[config.mk]
export PLATFORM = sky130hd
export DESIGN_NAME = preset_digit_editor
export DESIGN_NICKNAME = d
export VERILOG_FILES = /design/src/rtl/stopwatch_pkg.sv /design/src/rtl/quad_step_decoder.sv /design/src/rtl/preset_digit_editor.sv
export SDC_FILE = /design/constraint.sdc
export NUM_CORES = 1
export LEC_CHECK = 0
export CORE_ASPECT_RATIO = 0.9
export CORE_UTILIZATION = 49
export DETAILED_ROUTE_END_ITERATION = 8
export PLACE_DENSITY = 0.82
export SLEW_MARGIN = 40
export SYNTH_ARGS = -nofsm -noshare
export SYNTH_HDL_FRONTEND = slang
export SYNTH_SLANG_ARGS = --single-unit
[constraint.sdc]
create_clock -name clk -period 3.2 [get_ports clk]
set_input_delay 0.48 -clock clk [delete_from_list [all_inputs] [get_ports clk]]
set_output_delay 0.48 -clock clk [all_outputs]
set_load 0.01 [all_outputs]
[src/rtl/stopwatch_pkg.sv]
// Shared constants and quadrature helpers for the stopwatch preset editor.
package stopwatch_pkg;

  localparam int NUM_DIGITS   = 8;
  localparam int BCD_W        = 4;
  localparam int DIGIT_MAX    = 9;
  localparam int MIN_TENS_MAX = 5;

  // Direction codes equal the forward distance (mod 4) along the Gray cycle.
  localparam logic [1:0] DIR_NONE = 2'd0;
  localparam logic [1:0] DIR_UP   = 2'd1;
  localparam logic [1:0] DIR_ERR  = 2'd2;
  localparam logic [1:0] DIR_DN   = 2'd3;

  // Position of an {A,B} code in the clockwise cycle 00,01,11,10.
  function automatic logic [1:0] gray_pos(input logic [1:0] ab);
    return {ab[1], ab[1] ^ ab[0]};
  endfunction

  function automatic logic [1:0] quad_dir(input logic [1:0] prev_ab,
                                          input logic [1:0] cur_ab);
    return gray_pos(cur_ab) - gray_pos(prev_ab);
  endfunction

endpackage

[src/rtl/quad_step_decoder.sv]
// Quadrature decoder: turns A/B transitions into one-cycle detent steps.
module quad_step_decoder
  import stopwatch_pkg::*;
#(
  parameter int DETENT_TRANS = 4
) (
  input  logic clk,
  input  logic rst_n,
  input  logic en_i,
  input  logic enc_a_i,
  input  logic enc_b_i,
  output logic step_up_o,
  output logic step_dn_o,
  output logic quad_err_o
);

  localparam int ACC_W = $clog2(DETENT_TRANS) + 1;
  localparam logic signed [ACC_W-1:0] ACC_MAX = ACC_W'(DETENT_TRANS - 1);
  localparam logic signed [ACC_W-1:0] ACC_MIN = -ACC_MAX;
  localparam logic signed [ACC_W-1:0] ACC_ONE = ACC_W'(1);

  logic [1:0]              prev_ab_q, prev_ab_d, cur_ab, dir;
  logic signed [ACC_W-1:0] acc_q, acc_d;
  logic                    first_q, first_d;
  logic                    err_q, err_d;

  always_comb begin
    cur_ab    = {enc_a_i, enc_b_i};
    dir       = quad_dir(prev_ab_q, cur_ab);
    prev_ab_d = cur_ab;
    first_d   = 1'b0;
    acc_d     = acc_q;
    err_d     = 1'b0;
    step_up_o = 1'b0;
    step_dn_o = 1'b0;
    // The first sample after reset only seeds prev_ab; it never counts.
    if (!first_q) begin
      err_d = (dir == DIR_ERR);
      if (!en_i) begin
        acc_d = '0;
      end else if (dir == DIR_UP) begin
        if (acc_q == ACC_MAX) begin
          step_up_o = 1'b1;
          acc_d     = '0;
        end else begin
          acc_d = acc_q + ACC_ONE;
        end
      end else if (dir == DIR_DN) begin
        if (acc_q == ACC_MIN) begin
          step_dn_o = 1'b1;
          acc_d     = '0;
        end else begin
          acc_d = acc_q - ACC_ONE;
        end
      end
    end
  end

  always_ff @(posedge clk or negedge rst_n) begin
    if (!rst_n) begin
      prev_ab_q <= 2'b00;
      acc_q     <= '0;
      first_q   <= 1'b1;
      err_q     <= 1'b0;
    end else begin
      prev_ab_q <= prev_ab_d;
      acc_q     <= acc_d;
      first_q   <= first_d;
      err_q     <= err_d;
    end
  end

  assign quad_err_o = err_q;

endmodule

[src/rtl/preset_digit_editor.sv]
// Encoder-driven BCD preset editor: cursor-selected digit steps, clears and change pulse.
module preset_digit_editor
  import stopwatch_pkg::*;
#(
  parameter int NUM_DIGITS   = stopwatch_pkg::NUM_DIGITS,
  parameter int LIMITED_IDX  = 5,
  parameter int DETENT_TRANS = 4
) (
  input  logic                        clk,
  input  logic                        reset,
  input  logic                        edit_en,
  input  logic                        enc_a_db,
  input  logic                        enc_b_db,
  input  logic                        enc_btn_rise,
  input  logic                        enc_sw_rise,
  output logic [BCD_W*NUM_DIGITS-1:0] preset_digits,
  output logic [2:0]                  cursor,
  output logic                        preset_changed,
  output logic                        quad_err
);

  localparam logic [2:0] CURSOR_LAST = 3'(NUM_DIGITS - 1);
  localparam logic [2:0] LIMITED_POS = 3'(LIMITED_IDX);

  logic                        step_up, step_dn;
  logic [BCD_W*NUM_DIGITS-1:0] digits_q, digits_d;
  logic [2:0]                  cursor_q, cursor_d;
  logic                        changed_q, changed_d;
  logic [BCD_W-1:0]            cur_digit, new_digit, digit_max;

  quad_step_decoder #(
    .DETENT_TRANS(DETENT_TRANS)
  ) u_decoder (
    .clk       (clk),
    .rst_n     (reset),
    .en_i      (edit_en),
    .enc_a_i   (enc_a_db),
    .enc_b_i   (enc_b_db),
    .step_up_o (step_up),
    .step_dn_o (step_dn),
    .quad_err_o(quad_err)
  );

  // Clear beats a step; every edit targets the cursor position held before this edge.
  always_comb begin
    cur_digit = digits_q[cursor_q*BCD_W +: BCD_W];
    digit_max = (cursor_q == LIMITED_POS) ? BCD_W'(MIN_TENS_MAX) : BCD_W'(DIGIT_MAX);
    new_digit = cur_digit;
    if (edit_en) begin
      if (enc_sw_rise) begin
        new_digit = '0;
      end else if (step_up) begin
        new_digit = (cur_digit >= digit_max) ? '0 : cur_digit + BCD_W'(1);
      end else if (step_dn) begin
        new_digit = (cur_digit == '0) ? digit_max : cur_digit - BCD_W'(1);
      end
    end
    digits_d = digits_q;
    digits_d[cursor_q*BCD_W +: BCD_W] = new_digit;
    changed_d = (new_digit != cur_digit);
    cursor_d  = cursor_q;
    if (edit_en && enc_btn_rise) begin
      cursor_d = (cursor_q == CURSOR_LAST) ? 3'd0 : cursor_q + 3'd1;
    end
  end

  always_ff @(posedge clk or negedge reset) begin
    if (!reset) begin
      digits_q  <= '0;
      cursor_q  <= 3'd0;
      changed_q <= 1'b0;
    end else begin
      digits_q  <= digits_d;
      cursor_q  <= cursor_d;
      changed_q <= changed_d;
    end
  end

  assign preset_digits  = digits_q;
  assign cursor         = cursor_q;
  assign preset_changed = changed_q;

endmodule

==> metrics.cfg <==
[status]
outcome = finished clean

[clock_tree]
insertion_delay_ns = 0.30
ctsHoldBuffers = 0
cts_made_buffers = 5
cts_root_buffer = clkbuf_8
clk_pin_slew_worst_paths_ns = 0.09
htreeDepth = 2
cts_sinks = 43
cts_tree = yes
clockBufferDepth = 2

[synthesis]
synth_compound_area_share_pct = 19.5
postSynthAreaPerCell_um2 = 9.47
syn_inst = 305
synthAdderAreaFrac_pct = 6.07
ys_async_sr_fraction_pct = 100
ys.flop_type = dfrtp_1
syn_area_um2 = 2890
synth_xor_area_share_pct = 2.51
ys_ff_latch = 43
synth_top_family_by_area = simple AND/OR/NAND/NOR gates
yosysWarnings = 0
synth.yosys.seq_area_share_pct = 37.3
synth_edf_count = 0
ys_types = 62
yosys.area_share.simple_pct = 19.7
syn_nets = 326
synthMuxAreaShare_pct = 11.2

[finish]
layout_commonest_cell = nand2_1
diodes = 0
fillers = 446
nets = 391
layout-drive-gt1-share_pct = 16.2
final_cell_mix = nand2_1 (51), dfrtp_1 (42), clkdlybuf4s50_1 (42)
syn2layout_area_growth_pct = 25.7

[worst_setup_path]
path_depth = 10
critPathLaunch = cursor[0]
r2r_start = cursor[0]
cp_top_family = compound AO/OA/AOI/OAI gates
crit_fanout = 5
max_stage_delay_ns = 0.44
cp.required_ns = 3.39
end_kind = flop
crit_type = reg2reg
path_cells = mux4_2, mux2i_4, buf_4, ha_1, nor2b_2, o211a_1, o31ai_2, nor3_1, a221o_1, a2111o_1
cp_num_buf_inv = 1
reg2reg_slack_ns = 0.07
r2r-end = preset_changed
crit_slowest_cell = dfrtp_1
crit_path_end = preset_changed
cp-start-kind = flop
rr_worst_depth = 10
arrival_ns = 3.31

[floorplan]
initial_core_util_pct = 50.7
die_height_um = 74.8
die_w_um = 82.9
rows = 26
core_area_um2 = 5690
ioPinCount = 44
dieArea_um2 = 6200

[sta]
rsz0062_at_grt = yes
hold_viol = 0
fin_crit_sh_pct = 97.7
fin_setup_tns_ns = 0
max_freq_ghz = 0.320
finClkSkew_ns = 0.00945
tightest_slew_ns = 0.834
slew_headroom_pct = 44.3
period_needed_ns = 3.13
slew_violations = 0
finalSetupViolations = 0

[power]
clkPwrFrac_pct = 9.9
vdd_drop_max_mv = 0.687
intPower_mw = 1.98
power.density_nw_per_um2 = 1010
leakage_nw = 1.55
swShare_pct = 46.0
power_frac_seq_pct = 25.5
p_total_mw = 3.67
p_switching_mw = 1.69
pwr-share-comb_pct = 64.6

[global_routing]
grt_pass1_vias = 2590
grt_antenna_before_repair = 0
grt_overflow = 0
grt_start_max_net_pins = 44
grt_first_pass_wirelength_mm = 13.3
grtUsageTotal_pct = 27.7

[drt]
drc = 0
wl_mm = 8.24
post_drt_wl_per_cell_um = 18.7
vias = 2766
final_antenna_net_count = 0
drt_iter0_markers = 326
routed_via_density = 6.29
drtPass1Iterations = 7

[place]
place_congestion = 1.01
hpwl_mm = 6.21
port-buffer-count = 43

[worst_hold_path]
hold_class = in2async

[flow_run]
max_cap_violations = 0

==> routing by layer <==
metal	track usage [%]	vias to the layer above	share of wire (%)	wire length (um)
met5	0	-	0	0
met4	10.2	0	2.6	218
met3	6.03	34	8.2	675
met2	44.4	171	45	3680
met1	37.6	1301	44	3670
li1	-	1260	-	-
==> Yosys cell counts (all sizes together) (3+ instances only) <==
cell type  instances  share of area [%]
buf                5                1.4
clkbuf             5               0.65
mux4               8                6.2
or2                3               0.65
nor3b              3               0.78
dfrtp             42                 36
a21o               3               0.78
nor2b              5                1.1
o211ai             6                1.6
ha                14                6.1
nor3              18                3.1
mux2i              8                4.2
o21ai             32                5.5
nand3             10                1.7
a21oi             12                2.2
and3               4               0.87
nand2             51                6.6
o31ai              3               0.78
nor2              13                1.7
inv               12                1.6
nand4              4               0.87
==> metrics by stage <==
stage	hold WS (ns)	worst slack (ns)	instances	area (um2)	utilization [%]
floorplan	0.184	0.0685	305	2890	-
global placement	0.496	0.131	433	3530	62.1
detailed placement	0.509	0.0454	433	3540	62.1
CTS	0.186	0.131	440	3620	63.7
global route	0.209	-0.0364	440	3630	63.8
finish	0.163	0.0736	440	3630	63.8
==> logic make-up (layout without fill, tap and decap cells) <==
kind of cell,Yosys count,after routing
AND/OR/NAND/NOR,120,120
buffers and inverters,22,87
XOR/XNOR,5,5
AO/OA/AOI/OAI,82,82
multiplexers,18,18
flip-flops,43,43
other,1,1
adder cells (fa/ha/maj),14,14
==> power groups by stage <==
| stage | clock network [mW] | registers, mW | logic [mW] |
|---|---|---|---|
| 2_1_floorplan | 0 | 0.989 | 1.30 |
| 3_3_place_gp | 0 | 0.932 | 2.29 |
| 3_5_place_dp | 0 | 0.940 | 2.31 |
| 4_1_cts | 0.369 | 0.932 | 2.32 |
| 5_1_grt | 0.389 | 0.963 | 2.56 |
| 6_report | 0.362 | 0.935 | 2.37 |
==> worst reg2reg max path, stage by stage (launching register included) <==
cell and delay [ns]:
dfrtp_1 0.44, mux4_2 0.39, mux2i_4 0.08, buf_4 0.17
ha_1 0.20, nor2b_2 0.18, o211a_1 0.25, o31ai_2 0.44
nor3_1 0.16, a221o_1 0.33, a2111o_1 0.39
==> cell type report <==
| class | count | area, um2 | area share [%] |
|---|---|---|---|
| clock buffer | 6 | 82.6 | 2.28 |
| inverter | 12 | 45.0 | 1.24 |
| timing repair buffer | 68 | 616 | 17.0 |
| tap | 70 | 87.6 | 2.41 |
| sequential | 43 | 1080 | 29.7 |
| multi-input combinational | 240 | 1720 | 47.3 |
| clock inverter | 1 | 5.00 | 0.138 |
==> worst min-delay path by stage <==
stage / to / slack, ns / cells past startpoint
after CTS: preset_digits[4] / 0.19 / 1
after detailed placement: preset_digits[20] / 0.51 / 2
final: preset_digits[18] / 0.16 / 1
after floorplan: cursor[0] / 0.18 / 0
after global placement: preset_digits[3] / 0.50 / 2
after global routing: preset_changed / 0.21 / 1
==> state kept, by name, indices dropped and copies added, names as in the netlist <==
register and flops:
preset_digits 32, cursor 3, u_decoder.acc_q 3, u_decoder.prev_ab_q 2, preset_changed 1, u_decoder.first_q 1
u_decoder.quad_err_o 1
==> what timing repair did <==
action	CTS	global route
endpoints found under the setup margin	0	9
setup buffers	0	0
resized for setup	0	2
No activity file was read; power rests on OpenSTA's default activity.
